===== src/rtl/axis_switch_mxn.sv =====
// axis_switch_mxn: packet-level AXI-Stream crossbar with NUM_IN slave streams and
// NUM_OUT master streams, routed by tdest. Each output has its own round-robin
// arbiter; a grant is held until the granted packet's tlast handshake. Packets
// addressed to tdest >= NUM_OUT are accepted and discarded.
// Optional feature: define AXIS_SWITCH_DROP_CNT_EN to add a 16-bit saturating
// drop_count output counting discarded packets.
module axis_switch_mxn #(
    parameter int unsigned AXIS_BYTES      = 1,
    parameter int unsigned AXIS_TDEST_BITS = 4,
    parameter int unsigned NUM_IN          = 2,
    parameter int unsigned NUM_OUT         = 4
) (
    input  logic                                   clk,
    input  logic                                   sresetn,
    output logic [NUM_IN-1:0]                      axis_i_tready,
    input  logic [NUM_IN-1:0]                      axis_i_tvalid,
    input  logic [NUM_IN-1:0]                      axis_i_tlast,
    input  logic [NUM_IN*AXIS_TDEST_BITS-1:0]      axis_i_tdest,
    input  logic [NUM_IN*AXIS_BYTES*8-1:0]         axis_i_tdata,
    input  logic [NUM_OUT-1:0]                     axis_o_tready,
    output logic [NUM_OUT-1:0]                     axis_o_tvalid,
    output logic [NUM_OUT-1:0]                     axis_o_tlast,
    output logic [NUM_OUT*AXIS_TDEST_BITS-1:0]     axis_o_tdest,
    output logic [NUM_OUT*AXIS_BYTES*8-1:0]        axis_o_tdata
`ifdef AXIS_SWITCH_DROP_CNT_EN
    ,
    output logic [15:0]                            drop_count
`endif
);

    localparam int unsigned DW = AXIS_BYTES * 8;
    localparam int unsigned TW = AXIS_TDEST_BITS;
    localparam int unsigned GW = (NUM_IN > 1) ? $clog2(NUM_IN) : 1;

    // Per-input state encoding
    localparam logic [0:0] ST_IDLE = 1'b0;
    localparam logic [0:0] ST_DROP = 1'b1;

    // Per-output arbitration state
    logic [NUM_OUT-1:0] lock_q, lock_d;
    logic [GW-1:0]      gnt_q [NUM_OUT];
    logic [GW-1:0]      gnt_d [NUM_OUT];
    logic [GW-1:0]      rr_q  [NUM_OUT];
    logic [GW-1:0]      rr_d  [NUM_OUT];

    // Per-input drop state
    logic [0:0]         st_q  [NUM_IN];
    logic [0:0]         st_d  [NUM_IN];

    // Derived per-input / per-output conditions
    logic [NUM_IN-1:0]  busy;        // input currently owns some output
    logic [NUM_IN-1:0]  misroute;    // tdest addresses no existing output
    logic [NUM_IN-1:0]  drop_fire;   // last beat of a discarded packet accepted
    logic [NUM_IN-1:0]  req [NUM_OUT];
    logic [NUM_OUT-1:0] win_vld;
    logic [GW-1:0]      win_idx [NUM_OUT];

    // Which inputs are currently held by a locked output
    always_comb begin
        busy = '0;
        for (int unsigned j = 0; j < NUM_OUT; j++) begin
            for (int unsigned k = 0; k < NUM_IN; k++) begin
                if (lock_q[j] && (gnt_q[j] == GW'(k))) begin
                    busy[k] = 1'b1;
                end
            end
        end
    end

    // Decode tdest of every input into per-output requests and drop conditions
    always_comb begin
        misroute  = '0;
        drop_fire = '0;
        for (int unsigned j = 0; j < NUM_OUT; j++) begin
            req[j] = '0;
        end
        for (int unsigned k = 0; k < NUM_IN; k++) begin
            misroute[k]  = (32'(axis_i_tdest[k*TW +: TW]) >= NUM_OUT);
            drop_fire[k] = (st_q[k] == ST_DROP) && axis_i_tvalid[k] && axis_i_tlast[k];
            for (int unsigned j = 0; j < NUM_OUT; j++) begin
                req[j][k] = (st_q[k] == ST_IDLE) && axis_i_tvalid[k] && !busy[k] &&
                            (32'(axis_i_tdest[k*TW +: TW]) == j);
            end
        end
    end

    // Round-robin pick per output: first requester after the last winner
    always_comb begin
        win_vld = '0;
        for (int unsigned j = 0; j < NUM_OUT; j++) begin
            win_idx[j] = '0;
        end
        for (int unsigned j = 0; j < NUM_OUT; j++) begin
            for (int unsigned i = 1; i <= NUM_IN; i++) begin
                for (int unsigned k = 0; k < NUM_IN; k++) begin
                    if (!win_vld[j] && req[j][k] &&
                        (k == (32'(rr_q[j]) + i) % NUM_IN)) begin
                        win_vld[j] = 1'b1;
                        win_idx[j] = GW'(k);
                    end
                end
            end
        end
    end

    // Datapath: locked outputs pass the granted input straight through
    always_comb begin
        axis_o_tvalid = '0;
        axis_o_tlast  = '0;
        axis_o_tdest  = '0;
        axis_o_tdata  = '0;
        axis_i_tready = '0;
        if (sresetn) begin
            for (int unsigned k = 0; k < NUM_IN; k++) begin
                if (st_q[k] == ST_DROP) begin
                    axis_i_tready[k] = 1'b1;
                end
            end
            for (int unsigned j = 0; j < NUM_OUT; j++) begin
                for (int unsigned k = 0; k < NUM_IN; k++) begin
                    if (lock_q[j] && (gnt_q[j] == GW'(k))) begin
                        axis_o_tvalid[j]           = axis_i_tvalid[k];
                        axis_o_tlast[j]            = axis_i_tlast[k];
                        axis_o_tdest[j*TW +: TW]   = axis_i_tdest[k*TW +: TW];
                        axis_o_tdata[j*DW +: DW]   = axis_i_tdata[k*DW +: DW];
                        axis_i_tready[k]           = axis_o_tready[j];
                    end
                end
            end
        end
    end

    // Next-state for locks, grants, round-robin pointers and drop states.
    // A release leaves lock low for one cycle, so arbitration for the next
    // packet only happens in that bubble cycle.
    always_comb begin
        lock_d = lock_q;
        gnt_d  = gnt_q;
        rr_d   = rr_q;
        st_d   = st_q;
        for (int unsigned j = 0; j < NUM_OUT; j++) begin
            if (lock_q[j]) begin
                if (axis_o_tvalid[j] && axis_o_tready[j] && axis_o_tlast[j]) begin
                    lock_d[j] = 1'b0;
                end
            end else if (win_vld[j]) begin
                lock_d[j] = 1'b1;
                gnt_d[j]  = win_idx[j];
                rr_d[j]   = win_idx[j];
            end
        end
        for (int unsigned k = 0; k < NUM_IN; k++) begin
            if (st_q[k] == ST_DROP) begin
                if (drop_fire[k]) begin
                    st_d[k] = ST_IDLE;
                end
            end else if (axis_i_tvalid[k] && !busy[k] && misroute[k]) begin
                st_d[k] = ST_DROP;
            end
        end
    end

    // State registers with synchronous active-low reset
    always_ff @(posedge clk) begin
        if (!sresetn) begin
            lock_q <= '0;
            for (int unsigned j = 0; j < NUM_OUT; j++) begin
                gnt_q[j] <= '0;
                rr_q[j]  <= GW'(NUM_IN - 1);
            end
            for (int unsigned k = 0; k < NUM_IN; k++) begin
                st_q[k] <= ST_IDLE;
            end
        end else begin
            lock_q <= lock_d;
            gnt_q  <= gnt_d;
            rr_q   <= rr_d;
            st_q   <= st_d;
        end
    end

`ifdef AXIS_SWITCH_DROP_CNT_EN
    logic [15:0] drop_cnt_q, drop_cnt_d;
    logic [16:0] drop_sum;

    // Add every discarded packet finishing this cycle, saturating at all-ones
    always_comb begin
        drop_sum = {1'b0, drop_cnt_q};
        for (int unsigned k = 0; k < NUM_IN; k++) begin
            if (drop_fire[k]) begin
                drop_sum = drop_sum + 17'd1;
            end
        end
        drop_cnt_d = drop_sum[16] ? 16'hFFFF : drop_sum[15:0];
    end

    // Drop counter register
    always_ff @(posedge clk) begin
        if (!sresetn) begin
            drop_cnt_q <= '0;
        end else begin
            drop_cnt_q <= drop_cnt_d;
        end
    end

    assign drop_count = drop_cnt_q;
`endif

endmodule


===== config.mk =====
export PLATFORM = sky130hd
export DESIGN_NAME = axis_switch_mxn
export DESIGN_NICKNAME = d
export VERILOG_FILES = /design/src/rtl/axis_switch_mxn.sv
export SDC_FILE = /design/constraint.sdc
export NUM_CORES = 1
export LEC_CHECK = 0
export BUFFER_PORTS_ARGS = -buffer_cell sky130_fd_sc_hd__buf_2
export CAP_MARGIN = 20
export CORE_MARGIN = 2
export CORE_UTILIZATION = 40
export CTS_CLUSTER_DIAMETER = 60
export DETAILED_ROUTE_END_ITERATION = 12
export PLACE_DENSITY = 0.81
export SLEW_MARGIN = 30
export SYNTH_ARGS = -nofsm -noshare
export SYNTH_HDL_FRONTEND = slang
export SYNTH_SLANG_ARGS = --single-unit

===== constraint.sdc =====
create_clock -name clk -period 2 [get_ports clk]
set_input_delay 0.3 -clock clk [delete_from_list [all_inputs] [get_ports clk]]
set_output_delay 0.3 -clock clk [all_outputs]
set_load 0.01 [all_outputs]

==> impl_results.md <==
* First-pass GRT wire length at 9450 um
* Final Wtd Congestion at 0.992
* Fmax at about 0.52 GHz
* Hold Path Class: input port to flop
* Final-report setup violation count at 0
* Cts hold-fix bufs at 0
* Share of the synthesized area in the top cell type at 32.6%
* I/O pins at 92
* Post-DP Area at roughly 2300 um2
* Warnings, synthesis at 0
* Worst Path Class, Setup: flop to primary output
* Distinct cells, synth at 42
* Post-synth net total at around 280
* CTS root buffer: clkbuf_8
* Core ar. at between 4000 and 5000 um2
* Setup WS pre-CTS at 181 ps
* Slew HR at about three fifths
* Chip Height at about 70 um
* Worst-path cell chain: or2b_4, mux2i_1, o21ai_1, a221oi_2, nor2_1, buf_2
* Setup ws final at 78.7 ps
* Die area at 4920 um2
* Leakage at 0.00108 uW
* Sequential share of the synthesized area at between 15 and 20%
* Antenna violations before repair at 0
* Critical Path Sink Type: primary output
* Drt pass-1 iters at 5
* Final hold vios at 0
* Max-cap violations at 0
* Fin area at 2330 um2
* Worst slew pin tran at approximately 590 ps
* Clock Pin Slew Worst Setup and Hold Paths at 50 ps
* Multi-input gate area at between 1000 and 1500 um2
* Largest net degree at the start of global routing at 16
* Largest area contributor in the netlist: mux2i_1
* Initial Util at roughly two fifths
* Max clock buf depth at 2
* Std-Cell Rows at 24
* Critical-path top delay cell: dfxtp_4
* Tot Pwr at a little under 800 uW
* Seq. cell area at around 280 um2
* CP max FO at 6
* Via count at approximately 2.2k
* Average cell area after synthesis at between 7 and 8 um2
* Mapped Area at 1750 um2
* Die W at around 70 um
* CP arrival at 1620 ps
* Skew final at around 1.8 ps
* GRT overflow at 0
* Most common cell after layout, fill and taps aside: buf_2
* CTS tree: done
* H-tree Lvls at 1
* Worst vdd ir at 282 uV
* Nets at ~370
* Final min period at between 1500 and 2000 ps
* Synth-to-layout area growth at 33.0%
* Most frequent cells in the layout: buf_2 (91), nor2_1 (68), mux2i_1 (57), nand2_1 (19), dfxtp_1 (13)
* Synth async-reset ratio at 0%
* DP HPWL at around 4600 um
* ANT nets after route at 0
* CTS Buf Count at 3
* Status: complete, no violations
* Synth area leaders: mux2i_1 (33%), dfxtp_1 (16%), nor2_1 (15%)
* Critical path required time at approximately 1700 ps
* Number of flops mapped to enable cells by yosys at 0
* Share of cells above drive strength 1 at between 30% and 40%
* Routed WL per cell at between 15 and 20 um
* Antenna fix cells at 0
* Critical Path Max Stage Delay at about 370 ps
* Total GRT Usage at 23.1%
* PD cells at 342 nW/um2
* Worst-skew pair later-pin latency at roughly 240 ps
* Post-Syn Instances at ~240
* # DRC at 0
* FILL cells at approximately 410
* Final Slew Violations at 0
* IO buf count at around 90
* Final WL at between 5000 and 6000 um
* Average vias per placed instance at about 5.6
* Final hold slack at 375 ps
* DRT iter0 DRCs at about 110
* Register bit total from synthesis at 14
* Synth Flop Type: dfxtp_1
* Vias in the first global route at slightly below 2k
* Crit start category: flop
* Sink Count at 14
* Final critical-path share of the clock period at 96.1%
-- area by class of cell --
cell class,count,area share (%)
well taps,52,2.79
clock buffers,3,1.77
inverters,5,0.806
repair buffers,103,23.4
flip-flops and latches,14,12.2
multi-input cells,207,59.0
-- state kept, by name, indices dropped and copies added, names as in the netlist --
signal and cells:
rr_q 4, lock_q 4, st_q 2, gnt_q 4
-- where the power goes --
group / internal, uW / switching [uW]
sequential: 289 / 10.2
clock: 133 / 92.1
combinational: 114 / 158
-- final timing paths --
kind | from | end | slack (ps) | cells after the start
worst max-delay path | lock_q[0] | axis_i_tready[0] | 80 | 6
worst min-delay path | sresetn | rr_q[3] | 380 | 2
worst max register to register | lock_q[0] | rr_q[0] | 360 | 6
worst min register to register | rr_q[3] | gnt_q[3] | 470 | 1
-- critical path, delay by kind of cell (launching register included) --
kind                   cells  cell delay, ps
AND/OR/NAND/NOR            2             340
multiplexers               1             170
flip-flops                 1             370
AO/OA/AOI/OAI              2             370
buffers and inverters      1             140
-- synthesized netlist by cell type, types with 2 or more instances --
cell type / instances
o31ai_1: 2
a21o_1: 2
clkbuf_1: 6
a32oi_1: 2
nand4_1: 3
o21ai_0: 2
a31oi_1: 2
nand3_1: 4
o31a_1: 2
nand2b_1: 3
a21oi_1: 5
mux2i_1: 57
nor2_1: 68
nand2_1: 19
nor2b_1: 3
inv_1: 5
dfxtp_1: 14
buf_2: 7
o41ai_1: 2
o211ai_1: 5
a221oi_1: 2
nor3_1: 6
buf_4: 2
buf_1: 3
-- kinds of logic (layout without fill, tap and decap cells) --
logic type | Yosys count | after routing | share of synthesized area, %
mux | 57 | 57 | 32.6
buf+inv | 23 | 111 | 5.86
flops | 14 | 14 | 16.0
simple gates | 117 | 117 | 30.9
compound gates | 33 | 33 | 14.7
-- routing by layer --
metal / up-vias / GRT usage, % / wire length, um
li1: 1044 / - / -
met1: 1003 / 31.0 / 2560
met2: 89 / 39.2 / 2870
met3: 16 / 4.04 / 373
met4: 0 / 4.49 / 106
met5: - / 0 / 0
-- stage by stage --
step / cells / util, % / TNS [ps]
floorplan: 244 / - / 0
global placement: 380 / 52.9 / 0
detailed placement: 380 / 52.9 / 0
CTS: 384 / 54.1 / 0
global route: 384 / 54.2 / -5.83
finish: 384 / 54.2 / 0
-- what timing repair did --
item                                    CTS  global route
buffers inserted                          1             0
pin swaps                                 2             2
gates resized for setup                   3             1
endpoints found under the setup margin    1             1
No activity file was read; power rests on OpenSTA's default activity.
